<file path="config.mk">
export PLATFORM = sky130hd
export DESIGN_NAME = tw_rom_fetch
export DESIGN_NICKNAME = d
export VERILOG_FILES = /design/src/rtl/ntt_tw_pkg.sv /design/src/rtl/tw_addr_gen.sv /design/src/rtl/tw_rom_fetch.sv
export SDC_FILE = /design/constraint.sdc
export NUM_CORES = 2
export LEC_CHECK = 0
export BUFFER_PORTS_ARGS = -buffer_cell sky130_fd_sc_hd__buf_2
export CAP_MARGIN = 10
export CORE_AREA = 2 2 762 764
export DETAILED_ROUTE_END_ITERATION = 10
export DIE_AREA = 0 0 764 766
export MAX_ROUTING_LAYER = met4
export PLACE_DENSITY_LB_ADDON = 0.05
export SYNTH_ARGS = -nofsm -noshare
export SYNTH_HDL_FRONTEND = slang
export SYNTH_SLANG_ARGS = --single-unit
</file>
<file path="constraint.sdc">
create_clock -name clk -period 43.3 [get_ports clk]
set_clock_uncertainty 0.05 [all_clocks]
set_input_delay 0 -clock clk [delete_from_list [all_inputs] [get_ports clk]]
set_output_delay 0 -clock clk [all_outputs]
set_load 0.02 [all_outputs]
</file>
<file path="src/rtl/ntt_tw_pkg.sv">
// Shared constants and helpers for the NTT twiddle fetch path.
//   P_WIDTH    : width of one twiddle word
//   SD_WIDTH   : width of a packed twiddle pair (odd lane in the upper half)
//   ADDR_WIDTH : twiddle ROM address width
//   NUM_GROUPS : butterfly groups per radix-16 stage (16384/16)
//   P_ONE      : constant-one operand the multiplier mux uses when Mul_sel=0
//   twState_e  : fetch sequencer states
//   twMask()   : stage index -> twiddle address mask (16^stage - 1)
package ntt_tw_pkg;

  localparam int P_WIDTH    = 64;
  localparam int SD_WIDTH   = 128;
  localparam int ADDR_WIDTH = 10;
  localparam int NUM_GROUPS = 1024;

  localparam logic [P_WIDTH-1:0] P_ONE = 64'd1;

  typedef enum logic [1:0] {
    IDLE  = 2'd0,
    FETCH = 2'd1,
    DRAIN = 2'd2,
    DONE  = 2'd3
  } twState_e;

  // Stage s uses 16^s distinct twiddles, so the group index is masked to
  // its low 4*s bits. Stage 0 needs no twiddles and gets an empty mask.
  function automatic logic [15:0] twMask(input logic [1:0] stage);
    return 16'((32'd1 << (4 * stage)) - 32'd1);
  endfunction

endpackage

</file>
<file path="src/rtl/tw_addr_gen.sv">
// Group counter and twiddle address generator for one NTT stage.
//   clk, rst : clock, asynchronous active-high reset
//   clr      : restart the count at group 0
//   adv      : step to the next group
//   stageR   : latched stage index, selects the address mask
//   grpAddr  : masked ROM address for the current group
//   lastGrp  : current group is the final one of the stage
module tw_addr_gen #(
  parameter int ADDR_WIDTH = 10,
  parameter int NUM_GROUPS = 1024
) (
  input  logic                  clk,
  input  logic                  rst,
  input  logic                  clr,
  input  logic                  adv,
  input  logic [1:0]            stageR,
  output logic [ADDR_WIDTH-1:0] grpAddr,
  output logic                  lastGrp
);
  import ntt_tw_pkg::*;

  localparam int CNT_W = $clog2(NUM_GROUPS);

  logic [CNT_W-1:0] grpCnt;
  logic [15:0]      cntExt;
  logic [15:0]      maskedCnt;

  always_ff @(posedge clk or posedge rst) begin
    if (rst) begin
      grpCnt <= '0;
    end else if (clr) begin
      grpCnt <= '0;
    end else if (adv) begin
      grpCnt <= grpCnt + 1'b1;
    end
  end

  // The counter itself never wraps within a stage; only the address does.
  assign cntExt    = 16'(grpCnt);
  assign maskedCnt = cntExt & twMask(stageR);
  assign grpAddr   = maskedCnt[ADDR_WIDTH-1:0];
  assign lastGrp   = (grpCnt == CNT_W'(NUM_GROUPS - 1));

endmodule

</file>
<file path="src/rtl/tw_rom_fetch.sv">
// Twiddle fetch sequencer for one radix-16 NTT stage. Walks the group
// index, reads the eight twiddle ROM banks and presents the words on the
// ROMD constant bus with a valid/ready handshake.
//   clk, rst            : clock, asynchronous active-high reset
//   start, stage        : run request and stage index (taken in IDLE only)
//   rom_rd_en, rom_addr : shared read port to the eight ROM banks
//   rom_q0..rom_q7      : bank read data (bank 0 single word, 1..7 pairs)
//   ROMD0..ROMD7_in_const128 : registered twiddle words
//   Mul_sel             : 1 = ROM twiddles, 0 = constant one on all lanes
//   out_valid/out_ready : group handshake toward the multipliers
//   busy, done          : run status; done pulses once per completed stage
module tw_rom_fetch #(
  parameter int P_WIDTH    = 64,
  parameter int SD_WIDTH   = 128,
  parameter int ADDR_WIDTH = 10,
  parameter int NUM_GROUPS = 1024
) (
  input  logic                  clk,
  input  logic                  rst,
  input  logic                  start,
  input  logic [1:0]            stage,
  output logic                  rom_rd_en,
  output logic [ADDR_WIDTH-1:0] rom_addr,
  input  logic [P_WIDTH-1:0]    rom_q0,
  input  logic [SD_WIDTH-1:0]   rom_q1,
  input  logic [SD_WIDTH-1:0]   rom_q2,
  input  logic [SD_WIDTH-1:0]   rom_q3,
  input  logic [SD_WIDTH-1:0]   rom_q4,
  input  logic [SD_WIDTH-1:0]   rom_q5,
  input  logic [SD_WIDTH-1:0]   rom_q6,
  input  logic [SD_WIDTH-1:0]   rom_q7,
  output logic [P_WIDTH-1:0]    ROMD0_in_const128,
  output logic [SD_WIDTH-1:0]   ROMD1_in_const128,
  output logic [SD_WIDTH-1:0]   ROMD2_in_const128,
  output logic [SD_WIDTH-1:0]   ROMD3_in_const128,
  output logic [SD_WIDTH-1:0]   ROMD4_in_const128,
  output logic [SD_WIDTH-1:0]   ROMD5_in_const128,
  output logic [SD_WIDTH-1:0]   ROMD6_in_const128,
  output logic [SD_WIDTH-1:0]   ROMD7_in_const128,
  output logic                  Mul_sel,
  output logic                  out_valid,
  input  logic                  out_ready,
  output logic                  busy,
  output logic                  done
);
  import ntt_tw_pkg::*;

  twState_e              state;
  logic [1:0]            stageR;
  logic                  en;
  logic                  fetchIssue;
  logic                  bypass;
  logic                  newGrp_p1;
  logic [ADDR_WIDTH-1:0] grpAddr;
  logic                  lastGrp;

  logic                  issVld_p0;
  logic                  rdEnR_p0;
  logic [ADDR_WIDTH-1:0] romAddr_p0;
  logic                  qVld_p1;

  // One global advance: a stalled output freezes every stage, and the ROM
  // read enable is gated too so the ROM q stays aligned with qVld_p1.
  assign en         = ~out_valid | out_ready;
  assign fetchIssue = (state == FETCH) & en;
  assign bypass     = (stageR == 2'd0);
  assign newGrp_p1  = bypass ? issVld_p0 : qVld_p1;

  assign rom_rd_en = rdEnR_p0 & en;
  assign rom_addr  = romAddr_p0;

  tw_addr_gen #(
    .ADDR_WIDTH(ADDR_WIDTH),
    .NUM_GROUPS(NUM_GROUPS)
  ) uAddrGen (
    .clk    (clk),
    .rst    (rst),
    .clr    ((state == IDLE) & start),
    .adv    (fetchIssue & ~lastGrp),
    .stageR (stageR),
    .grpAddr(grpAddr),
    .lastGrp(lastGrp)
  );

  always_ff @(posedge clk or posedge rst) begin
    if (rst) begin
      state      <= IDLE;
      stageR     <= 2'd0;
      busy       <= 1'b0;
      done       <= 1'b0;
      issVld_p0  <= 1'b0;
      rdEnR_p0   <= 1'b0;
      romAddr_p0 <= '0;
      qVld_p1    <= 1'b0;
      out_valid  <= 1'b0;
      Mul_sel    <= 1'b0;
    end else begin
      done <= 1'b0;
      case (state)
        IDLE: begin
          if (start) begin
            state  <= FETCH;
            stageR <= stage;
            busy   <= 1'b1;
          end
        end
        FETCH: begin
          if (en && lastGrp) state <= DRAIN;
        end
        DRAIN: begin
          if (!issVld_p0 && !qVld_p1 && !out_valid) begin
            state <= DONE;
            done  <= 1'b1;
          end
        end
        default: begin
          state <= IDLE;
          busy  <= 1'b0;
        end
      endcase

      if (en) begin
        // p0: group issued, ROM read request registered
        issVld_p0 <= fetchIssue;
        rdEnR_p0  <= fetchIssue & ~bypass;
        if (fetchIssue) romAddr_p0 <= grpAddr;
        // p1: ROM q valid for the issued group (bypass groups skip the ROM)
        qVld_p1   <= issVld_p0 & ~bypass;
        // p2: group presented on the constant bus
        if (newGrp_p1) begin
          out_valid <= 1'b1;
          Mul_sel   <= ~bypass;
        end else begin
          out_valid <= 1'b0;
        end
      end
    end
  end

  // p2: twiddle words captured only for ROM groups; bypass leaves them held
  always_ff @(posedge clk or posedge rst) begin
    if (rst) begin
      ROMD0_in_const128 <= '0;
      ROMD1_in_const128 <= '0;
      ROMD2_in_const128 <= '0;
      ROMD3_in_const128 <= '0;
      ROMD4_in_const128 <= '0;
      ROMD5_in_const128 <= '0;
      ROMD6_in_const128 <= '0;
      ROMD7_in_const128 <= '0;
    end else if (en && qVld_p1) begin
      ROMD0_in_const128 <= rom_q0;
      ROMD1_in_const128 <= rom_q1;
      ROMD2_in_const128 <= rom_q2;
      ROMD3_in_const128 <= rom_q3;
      ROMD4_in_const128 <= rom_q4;
      ROMD5_in_const128 <= rom_q5;
      ROMD6_in_const128 <= rom_q6;
      ROMD7_in_const128 <= rom_q7;
    end
  end

endmodule
</file>
==> impl_metrics.tcl <==
set metrics [dict create \
    cap_violations 0 \
    grt_setup_unrepaired "false" \
    postSynthCellCount 2183 \
    cts_buffer_depth 4 \
    post-route-period-util_pct 16.1 \
    cp.required_ns 44.01 \
    nNetsFinal 7093 \
    avgRoutedWirePerCell_microns 22.6 \
    grt_pass1_vias 39000 \
    r2r_slack_ns 36.34 \
    start_util_pct 6.39 \
    outcome "finished, final reports clean" \
    synth.area.top_cells "dfrtp_1 (67%), mux2_2 (29%), buf_2 (1.4%), nand2_1 (0.36%), o21ai_0 (0.19%)" \
    avgSynthCellArea_sq_um 16.9 \
    yosys.area.top_type "dfrtp_1" \
    antenna_found_initial 290 \
    cp.buffers_inverters 7 \
    die_w_microns 764 \
    syn-cell-area_sq_um 36800 \
    holdPathEnd "ROMD5_in_const128[91]$_DFFE_PP0P_" \
    layout-drive-gt1-share_pct 50.8 \
    gp_congestion 0.799 \
    worstPathCellList "or2b_1 -> nand2_4 -> buf_12 -> buf_4 -> buf_4 -> buf_4 -> buf_4 -> buf_4 -> buf_4 -> mux2_2" \
    synth_top_area_share_pct 67.3 \
    setup_viol 0 \
    ys_seq_area_share_pct 67.3 \
    ir_drop_mv 0.0316 \
    max_stage_delay_ns 0.86 \
    hp-class "input port to flop" \
    grt-ovfl-total 0 \
    place_ws_ns 35.94 \
    hold_violations 0 \
    ys_ff_latch 991 \
    vias_per_cell 2.52 \
    root_buffer "clkbuf_16" \
    power_switching_uw 2460 \
    cp_top_family "buffers and inverters" \
    fp.dieArea_sq_um 585000 \
    ys_types 34 \
    cellLeakagePower_uw 0.0347 \
    endpoint_kind "flop" \
    p_comb_share_pct 45.6 \
    grt_usage_pct 10.9 \
    layout_setup_ws_ns 36.34 \
    core-area_sq_um 576000 \
    numCtsBuffers 165 \
    crit_path_start_kind "flop" \
    slew_headroom_pct 30.3 \
    cellPowerDensity_nw_per_um2 69.6 \
    rr_worst_depth 10 \
    row_count 279 \
    intPower_uw 3140 \
    clkPwrFrac_pct 23.9 \
    synth_nets 3154 \
    max_freq_ghz 0.144 \
    power_uw 5610 \
    die_y_microns 766 \
    critPathMaxFanout 130 \
    hold_start "rom_q5[91]" \
    routed_wl_microns 319000 \
    crit_top_cell "buf_4" \
    rr_startpoint "out_valid$_DFFE_PP0N_" \
    drt_iter0_drc 978 \
    ys_warn_count 0 \
    ctsResizeCount 0 \
    vias 35600 \
    fin_crit_ns 6.96 \
    cts_tree "built" \
    critPathKind "flop to flop" \
    dpl.hpwl_microns 264000 \
    io_buffers 1940 \
    stdcell_count 14100 \
    h-tree-depth 4 \
    tightest_slew_ns 1.05 \
    ant_nets 0 \
    fin_tns_setup_ns 0 \
    grt_max_degree 132 \
    swShare_pct 43.9 \
    ios 1941 \
    cp.arrival_ns 7.67 \
    power_frac_seq_pct 30.5 \
    clk_pin_slew_ns 0.05 \
    crit_cells 10 \
    grt_pass1_wl_microns 410000 \
    drc 0 \
    whs_path_depth 3 \
    slowest_stage "buf_4" \
    slew_viol_final 0 \
    dp.cells 11800 \
    dr.pass1.iters 5 \
    r2r-end "ROMD7_in_const128[66]$_DFFE_PP0P_" \
    area.growth.synth_to_final_pct 119 \
    utilization_pct 14.0 \
    clkLatencyLatePin_ns 0.86 \
    tritoncts_num_sinks 991 \
]
==> through the flow <==
stage,hold WS (ns),cell area (sq um)
after global placement,0.182,56000
final,0.0624,80600
after detailed placement,0.185,56000
after CTS,0.000827,80200
after floorplan,0.0554,36800
after global routing,0.0171,80500
==> timing repair <==
| action | 4_1_cts | 5_1_grt |
|---|---|---|
| hold buffers | 1907 | 0 |
| hold endpoints to repair | 1186 | 0 |
| buffers inserted | 0 | 0 |
==> routing by layer <==
metal	share of wire, %	vias to the layer above	GRT usage, %
li1	-	15800	-
met1	39	17700	11.8
met2	48	1658	18.3
met3	11	417	5.25
met4	1.9	0	1.64
met5	0	-	-
==> cell type report <==
class	instances	area, sq um
antenna	137	343
clock buffer	257	4870
clock inverter	22	250
fill	65300	496000
inverter	6	30.0
multi-input combinational	1075	11500
sequential	991	24800
tap	7727	9670
timing repair buffer	3883	29100
==> worst reg2reg max path: cells and delay by family, from the launching register on <==
family	cells	cell delay, ns
buffers and inverters	7	5.15
muxes	1	0.50
and+or+nand+nor	2	0.75
DFF	1	0.40
==> power groups by stage <==
stage	Clock [uW]	Combinational (uW)	Sequential (uW)
2_1_floorplan	0	713	2200
3_3_place_gp	0	2520	1740
3_5_place_dp	0	2520	1740
4_1_cts	1430	2680	1730
5_1_grt	1450	2750	1780
6_report	1340	2560	1710
==> cell families after synthesis <==
family	synth area share, %
flip-flops	67.3
multiplexers	29.4
buffers and inverters	1.55
AND/OR/NAND/NOR	1.01
AO/OA/AOI/OAI	0.557
adder cells (fa/ha/maj)	0.170
==> flip-flops by register name (all words and copies together) (netlist names), 64 cells and up <==
| register | flops |
|---|---|
| ROMD1_in_const128 | 128 |
| ROMD0_in_const128 | 64 |
| ROMD6_in_const128 | 128 |
| ROMD4_in_const128 | 128 |
| ROMD3_in_const128 | 128 |
| ROMD5_in_const128 | 128 |
| ROMD7_in_const128 | 128 |
| ROMD2_in_const128 | 128 |
==> cell usage in the layout, fill, tap and decap left out, types with 4 or more instances in the layout <==
master / n
nand2_1: 34
ha_1: 5
nand3_1: 11
inv_1: 5
clkbuf_1: 55
dfrtp_1: 991
clkbuf_8: 35
dlygate4sd3_1: 1907
buf_2: 1941
clkinv_2: 9
clkbuf_16: 167
inv_6: 4
mux2_2: 961
diode_2: 137
nand2b_1: 4
buf_12: 4
buf_4: 31
a21oi_1: 7
o21ai_0: 14
nor2_1: 6
==> worst max-delay path by stage <==
stage	startpoint	to	slack (ns)
after global routing	out_valid$_DFFE_PP0N_	ROMD7_in_const128[115]$_DFFE_PP0P_	35.72
after CTS	out_valid$_DFFE_PP0N_	ROMD7_in_const128[87]$_DFFE_PP0P_	35.92
after floorplan	rst	Mul_sel$_DFFE_PP0P_	15.37
after global placement	out_valid$_DFFE_PP0N_	ROMD2_in_const128[32]$_DFFE_PP0P_	35.90
final	out_valid$_DFFE_PP0N_	ROMD7_in_const128[66]$_DFFE_PP0P_	36.34
after detailed placement	out_valid$_DFFE_PP0N_	ROMD7_in_const128[66]$_DFFE_PP0P_	35.94
==> Yosys cell counts <==
master	instances
nand4_1	2
a31oi_1	1
a22oi_1	1
nand2_1	35
a21oi_1	7
nand3_1	11
or4b_1	1
buf_6	1
or3_1	3
or4_4	1
nor2_1	6
and2_1	2
o31ai_1	3
nor2b_4	1
nand2b_1	4
nor2b_1	1
or2b_1	1
clkbuf_1	10
buf_2	100
nor4b_1	1
or4_1	2
and3_1	1
a22o_2	2
o22a_1	1
nor3_1	2
or2_2	1
inv_1	6
o41ai_1	3
dfrtp_1	991
a41oi_1	1
ha_1	5
o21ai_0	14
mux2i_1	1
mux2_2	961
(Power assumes the default switching activity.)
